`src/rtl/mem_dma_pkg.sv`:
```
// mem_dma_pkg: shared constants and types for the mem_dma block fill/copy engine.
// Optional feature macro: MEM_DMA_COPY_EN (copy mode).
package mem_dma_pkg;

    // Word offsets of the register window relative to BASE
    localparam logic [1:0] REG_SRC  = 2'd0;
    localparam logic [1:0] REG_DST  = 2'd1;
    localparam logic [1:0] REG_LEN  = 2'd2;
    localparam logic [1:0] REG_CTRL = 2'd3;

    // CTRL strobe bit positions
    localparam int CTRL_START = 0;
    localparam int CTRL_MODE  = 1;
    localparam int CTRL_ABORT = 2;

    // STATUS bit positions
    localparam int STATUS_BUSY = 0;
    localparam int STATUS_ERR  = 1;

    // Transfer engine states; RD/W1/W2/WR only reachable when copy mode is built
    typedef enum logic [2:0] {
        ST_IDLE = 3'd0,
        ST_FILL = 3'd1,
        ST_RD   = 3'd2,
        ST_W1   = 3'd3,
        ST_W2   = 3'd4,
        ST_WR   = 3'd5
    } state_e;

endpackage

```
`src/rtl/mem_dma_regs.sv`:
```
// mem_dma_regs: CPU register window decode, SRC/DST/LEN storage with
// progress updates from the engine, and CTRL start/abort strobes.
// Optional feature macro: MEM_DMA_COPY_EN (no effect inside this file).
module mem_dma_regs
    import mem_dma_pkg::*;
#(
    parameter logic [15:0] BASE = 16'hF010
) (
    input  logic        clk,
    input  logic        rst,
    input  logic        cpu_wen,
    input  logic [15:0] cpu_waddr,
    input  logic [15:0] cpu_wdata,
    input  logic        busy,
    input  logic        src_inc,
    input  logic        dst_inc,
    input  logic        len_dec,
    output logic [15:0] src,
    output logic [15:0] dst,
    output logic [15:0] len,
    output logic        start,
    output logic        mode,
    output logic        abort
);

    logic [15:0] off;
    logic        hit;
    logic [15:0] src_q, src_d;
    logic [15:0] dst_q, dst_d;
    logic [15:0] len_q, len_d;

    // Window decode from CPU writes only; DMA writes never reach this path
    always_comb begin
        off   = cpu_waddr - BASE;
        hit   = cpu_wen && (off[15:2] == 14'd0);
        abort = hit && (off[1:0] == REG_CTRL) && cpu_wdata[CTRL_ABORT];
        start = hit && (off[1:0] == REG_CTRL) && cpu_wdata[CTRL_START]
                && !cpu_wdata[CTRL_ABORT];
        mode  = cpu_wdata[CTRL_MODE];
    end

    // Next register values: progress updates while busy, CPU loads only while idle
    always_comb begin
        src_d = src_q;
        dst_d = dst_q;
        len_d = len_q;
        if (src_inc) src_d = src_q + 16'd1;
        if (dst_inc) dst_d = dst_q + 16'd1;
        if (len_dec) len_d = len_q - 16'd1;
        if (hit && !busy) begin
            case (off[1:0])
                REG_SRC: src_d = cpu_wdata;
                REG_DST: dst_d = cpu_wdata;
                REG_LEN: len_d = cpu_wdata;
                default: ;
            endcase
        end
    end

    // Register storage
    always_ff @(posedge clk or posedge rst) begin
        if (rst) begin
            src_q <= 16'd0;
            dst_q <= 16'd0;
            len_q <= 16'd0;
        end else begin
            src_q <= src_d;
            dst_q <= dst_d;
            len_q <= len_d;
        end
    end

    assign src = src_q;
    assign dst = dst_q;
    assign len = len_q;

endmodule

```
`src/rtl/mem_dma.sv`:
```
// mem_dma: block fill/copy DMA engine sharing memory read port 1 and the write
// port with the CPU. The CPU always has priority; the engine only uses cycles
// the CPU leaves idle. Optional feature macro: MEM_DMA_COPY_EN builds copy mode.
module mem_dma
    import mem_dma_pkg::*;
#(
    parameter logic [15:0] BASE = 16'hF010
) (
    input  logic        clk,
    input  logic        rst,
    input  logic        cpu_ren,
    input  logic [15:0] cpu_raddr1,
    input  logic        cpu_wen,
    input  logic [15:0] cpu_waddr,
    input  logic [15:0] cpu_wdata,
    output logic        mem_ren,
    output logic [15:0] mem_raddr1,
    output logic        mem_wen,
    output logic [15:0] mem_waddr,
    output logic [15:0] mem_wdata,
    input  logic [15:0] mem_rdata1,
    output logic        busy,
    output logic [15:0] status
);

    state_e      state_q, state_d;
    logic        busy_q, busy_d;
    logic        err_q, err_d;
    logic [15:0] src, dst, len;
    logic        start, mode, abort;
    logic        fill_wr, copy_rd, copy_wr, dma_wr;
    logic [15:0] dma_wdata;

`ifdef MEM_DMA_COPY_EN
    logic [15:0] data_q, data_d;
`else
    logic        unused_rdata;
    assign unused_rdata = ^mem_rdata1;
`endif

    mem_dma_regs #(.BASE(BASE)) u_regs (
        .clk       (clk),
        .rst       (rst),
        .cpu_wen   (cpu_wen),
        .cpu_waddr (cpu_waddr),
        .cpu_wdata (cpu_wdata),
        .busy      (busy_q),
        .src_inc   (copy_wr),
        .dst_inc   (dma_wr),
        .len_dec   (dma_wr),
        .src       (src),
        .dst       (dst),
        .len       (len),
        .start     (start),
        .mode      (mode),
        .abort     (abort)
    );

    // Engine memory accesses, issued only when the CPU leaves the port free
    always_comb begin
        fill_wr   = (state_q == ST_FILL) && !cpu_wen;
        copy_rd   = 1'b0;
        copy_wr   = 1'b0;
        dma_wdata = src;
`ifdef MEM_DMA_COPY_EN
        copy_rd = (state_q == ST_RD) && !cpu_ren;
        copy_wr = (state_q == ST_WR) && !cpu_wen;
        if (state_q == ST_WR) dma_wdata = data_q;
`endif
        dma_wr = fill_wr || copy_wr;
    end

    // Port arbiter: CPU passes through unless the engine owns a free cycle.
    // mem_ren follows the CPU only, so engine reads never pop the PS/2 FIFO.
    always_comb begin
        mem_ren    = cpu_ren;
        mem_raddr1 = copy_rd ? src : cpu_raddr1;
        mem_wen    = cpu_wen || dma_wr;
        mem_waddr  = dma_wr ? dst : cpu_waddr;
        mem_wdata  = dma_wr ? dma_wdata : cpu_wdata;
    end

    // Next-state logic; abort overrides everything and keeps register progress
    always_comb begin
        state_d = state_q;
        busy_d  = busy_q;
        err_d   = err_q;
`ifdef MEM_DMA_COPY_EN
        data_d  = data_q;
`endif
        case (state_q)
            ST_IDLE: begin
                if (start) begin
                    if (mode) begin
`ifdef MEM_DMA_COPY_EN
                        err_d = 1'b0;
                        if (len != 16'd0) begin
                            state_d = ST_RD;
                            busy_d  = 1'b1;
                        end
`else
                        err_d = 1'b1;
`endif
                    end else begin
                        err_d = 1'b0;
                        if (len != 16'd0) begin
                            state_d = ST_FILL;
                            busy_d  = 1'b1;
                        end
                    end
                end
            end
            ST_FILL: begin
                if (fill_wr && (len == 16'd1)) begin
                    state_d = ST_IDLE;
                    busy_d  = 1'b0;
                end
            end
`ifdef MEM_DMA_COPY_EN
            ST_RD: begin
                if (copy_rd) state_d = ST_W1;
            end
            ST_W1: state_d = ST_W2;
            ST_W2: begin
                data_d  = mem_rdata1;
                state_d = ST_WR;
            end
            ST_WR: begin
                if (copy_wr) begin
                    if (len == 16'd1) begin
                        state_d = ST_IDLE;
                        busy_d  = 1'b0;
                    end else begin
                        state_d = ST_RD;
                    end
                end
            end
`endif
            default: begin
                state_d = ST_IDLE;
                busy_d  = 1'b0;
            end
        endcase
        if (abort) begin
            state_d = ST_IDLE;
            busy_d  = 1'b0;
        end
    end

    // FSM state and registered outputs
    always_ff @(posedge clk or posedge rst) begin
        if (rst) begin
            state_q <= ST_IDLE;
            busy_q  <= 1'b0;
            err_q   <= 1'b0;
`ifdef MEM_DMA_COPY_EN
            data_q  <= 16'd0;
`endif
        end else begin
            state_q <= state_d;
            busy_q  <= busy_d;
            err_q   <= err_d;
`ifdef MEM_DMA_COPY_EN
            data_q  <= data_d;
`endif
        end
    end

    // Status word seen by CPU reads of BASE+3
    always_comb begin
        status              = 16'd0;
        status[STATUS_BUSY] = busy_q;
        status[STATUS_ERR]  = err_q;
    end

    assign busy = busy_q;

endmodule

```
`config.mk`:
```
export PLATFORM = sky130hd
export DESIGN_NAME = mem_dma
export DESIGN_NICKNAME = d
export VERILOG_FILES = /design/src/rtl/mem_dma_pkg.sv /design/src/rtl/mem_dma_regs.sv /design/src/rtl/mem_dma.sv
export SDC_FILE = /design/constraint.sdc
export NUM_CORES = 1
export LEC_CHECK = 0
export ABC_AREA = 0
export BUFFER_PORTS_ARGS = -buffer_cell sky130_fd_sc_hd__buf_2
export CELL_PAD_IN_SITES_DETAIL_PLACEMENT = 1
export CELL_PAD_IN_SITES_GLOBAL_PLACEMENT = 2
export CORE_MARGIN = 4
export CORE_UTILIZATION = 25
export CTS_CLUSTER_DIAMETER = 80
export DETAILED_ROUTE_END_ITERATION = 8
export HOLD_SLACK_MARGIN = 0.05
export PLACE_DENSITY_LB_ADDON = 0.1
export SYNTH_ARGS = -nofsm -noshare
export SYNTH_HDL_FRONTEND = slang
export SYNTH_SLANG_ARGS = --single-unit
```
`constraint.sdc`:
```
create_clock -name clk -period 1.9 [get_ports clk]
set_input_delay 0.19 -clock clk [delete_from_list [all_inputs] [get_ports clk]]
set_output_delay 0.19 -clock clk [all_outputs]
set_load 0.02 [all_outputs]
```
==> flow_summary.toml <==
[final_layout]
diodes = 0
drive_gt1_share_pct = 42.0
final_cells = 628
synthToLayoutAreaGrowth_pct = 28.1
nets = 522

[detailed_routing]
drt_pass1_iterations = 4
via_per_inst = 4.30
remaining_drc_errors = 0
vias = 2699
final_antenna_net_count = 0
drt_iter0_drc = 127
wl_met1_um = 4880
wl_met3_um = 437
routed_wl_um = 10300
topRoutingLayerUsed = "met4"
dr_wl_met2_um = 4930
wire_per_inst_um = 16.5

[floorplanning]
die_h_um = 124
row_count = 42
start_util_pct = 25.4
ios = 135
dieArea_um2 = 15300
die_w_um = 124
core_um2 = 13200

[cts]
cts_tree = "yes"
path_clk_slew_ns = 0.08
cts.root.buffer_cell = "clkbuf_16"
clock-sinks = 50
cts_buffers = 5
clock_path_buffers = 2
clock_latency_ns = 0.30
cts_max_level = 2

[critical_path]
reg2reg_slack_ns = 0.03
rr_endpoint = "u_regs.src[14]"
worstPathCellList = "buf_6, or4_4, nor4_2, buf_4, nand3_4, or4b_4, buf_12, mux2_4"
path_max_fanout = 11
r2r_start = "busy"
worstSetupPathType = "in2reg"
cp_slowest_cell = "or4_4"
worstPathRequired_ns = 2.08
worstSetupStartpointType = "primary input"
end_kind = "register"
reg2reg_depth = 5
worstPathArrival_ns = 2.19
max_stage_delay_ns = 0.54

[power]
power_density_nw_per_um2 = 531
peakVddDrop_v = 0.000306
leakage_nw = 2.32

[global_route]
first_global_vias = 2875
antenna_found_initial = 0
grt_pass1_wl_um = 16200
grtUsageTotal_pct = 13.8
grt_max_degree = 37
gr-total-overflow = 0

[timing]
rsz0062_at_grt = "yes"
period_needed_ns = 2.02
fmax_mhz = 496
fin_ws_ns = -0.117
fin_tns_setup_ns = -2.82
finalSetupViolCount = 45
final-hold-violation-count = 0
period_share_pct = 106
skew_ns = 0.00872
whs_ns = 0.165
slew_violations = 0

[place]
place_hpwl_um = 8120
gp_congestion = 0.738
place_inst = 619
io_buffers = 70

[synth]
async_flop_share_pct = 100
yosysWarnings = 0
syn_avg_cell_area_um2 = 9.34
ys_ff_latch = 50
ys_seq_area_share_pct = 37.3
netlist_area_um2 = 3350
synth_edf_count = 0
ys_types = 38
syn_inst = 359
ys.flop_type = "dfrtp_1"

[hold_path]
holdPathStages = 2
hold_end = "u_regs.src[11]"
hold_path_class = "in2reg"
min_from = "cpu_wdata[11]"

[run]
max-cap-violations = 0

[run_status]
outcome = "finished with violations"
violations = "setup timing"
through the flow:
step	total power, mW	util [%]	area, um^2	worst slack, ns
after global placement	1.37	30.7	4050	-0.567
final	2.28	32.6	4290	-0.117
after detailed placement	1.37	30.7	4050	-0.613
after global routing	2.39	32.6	4290	-0.138
after CTS	2.33	32.4	4280	-0.120
after floorplan	1.29	-	3420	-0.368
power breakdown:
group          internal [mW]  switching [mW]  leakage [nW]
combinational         0.0963           0.191          1.56
sequential              1.06        0.000319         0.694
clock                  0.494           0.436        0.0664
total                   1.65           0.628          2.32
cells in the mapped netlist, types with 3 or more instances:
| cell type | number | share of area [%] |
|---|---|---|
| nand2_1 | 105 | 12 |
| inv_1 | 5 | 0.56 |
| xor2_1 | 15 | 3.9 |
| buf_4 | 33 | 7.4 |
| ha_1 | 3 | 1.1 |
| mux2_2 | 28 | 9.4 |
| dfrtp_1 | 50 | 37 |
| xnor2_1 | 15 | 3.9 |
| nor3_1 | 11 | 1.6 |
| or2_2 | 3 | 0.56 |
| nand4_1 | 6 | 1.1 |
| nor2_1 | 9 | 1.0 |
| mux2_4 | 19 | 8.5 |
| o21ai_0 | 3 | 0.45 |
| nor4_1 | 7 | 1.3 |
| clkbuf_1 | 8 | 0.90 |
| nand3_1 | 7 | 1.0 |
| or4_1 | 4 | 0.90 |
| mux2i_1 | 3 | 0.90 |
state kept, by name, indices dropped and copies added (netlist names):
signal	flops
u_regs.src	16
u_regs.dst	16
busy	1
err_q	1
u_regs.len	16
layout make-up:
type                       count  area [um^2]
inverter                       5         18.8
fill                        1541         8900
multi-input combinational    270         1870
sequential                    50         1250
tap                          176          220
timing repair buffer         119          785
clock inverter                 3         23.8
clock buffer                   5          125
critical path, delay by kind of cell:
family | cells | cell delay, ns
buf+inv | 3 | 0.42
simple gates | 4 | 1.26
mux | 1 | 0.29
cell families (layout without fill, tap and decap cells):
group | count (synthesis) | in the layout | synth area share, %
flops | 50 | 50 | 37.3
other cells | 1 | 14 | 0.112
buf+inv | 52 | 132 | 10.7
xor+xnor | 30 | 30 | 7.84
simple gates | 166 | 166 | 22.6
mux | 50 | 50 | 18.8
fa+ha+maj | 3 | 3 | 1.12
compound gates | 7 | 7 | 1.49
what timing repair did:
item,4_1_cts,5_1_grt
pin swaps,2,1
setup buffers,1,0
resized for setup,12,5
cloned,0,0
hold buffers,1,0
setup endpoints to repair,48,77
endpoints found under the hold margin,18,0
worst max path at each step:
stage                             from        endpoint  slack (ns)  cells after the start
after floorplan           cpu_waddr[5]   u_regs.src[0]       -0.37                      7
after global placement    cpu_waddr[5]  u_regs.src[10]       -0.57                      8
after detailed placement  cpu_waddr[5]   u_regs.src[9]       -0.61                      8
after CTS                 cpu_waddr[5]  u_regs.src[12]       -0.12                      8
after global routing      cpu_waddr[5]  u_regs.src[12]       -0.14                      8
final                     cpu_waddr[5]  u_regs.src[14]       -0.12                      8
cell usage in the layout (no fill, tap or decap), types with 3 or more instances in the layout:
| cell | netlist | final |
|---|---|---|
| xor2_1 | 15 | 15 |
| or2_2 | 3 | 3 |
| nor3_1 | 11 | 11 |
| mux2_2 | 28 | 26 |
| nor2_1 | 9 | 9 |
| or4_4 | 1 | 3 |
| buf_4 | 33 | 42 |
| nor4_1 | 7 | 3 |
| buf_12 | 0 | 4 |
| ha_1 | 3 | 3 |
| mux2_4 | 19 | 21 |
| nand4_1 | 6 | 6 |
| buf_6 | 2 | 3 |
| xnor2_1 | 15 | 15 |
| nand3_1 | 7 | 6 |
| buf_2 | 1 | 69 |
| nor4_2 | 0 | 3 |
| inv_1 | 5 | 4 |
| clkbuf_16 | 0 | 5 |
| nand2_1 | 105 | 105 |
| dfrtp_1 | 50 | 50 |
| conb_1 | 1 | 14 |
routing by layer:
| metal | GRT usage [%] | up-vias |
|---|---|---|
| li1 | - | 1334 |
| met3 | 2.32 | 8 |
| met5 | 0 | - |
| met4 | 2.98 | 0 |
| met2 | 22.7 | 59 |
| met1 | 18.9 | 1298 |
(Power assumes the default switching activity.)
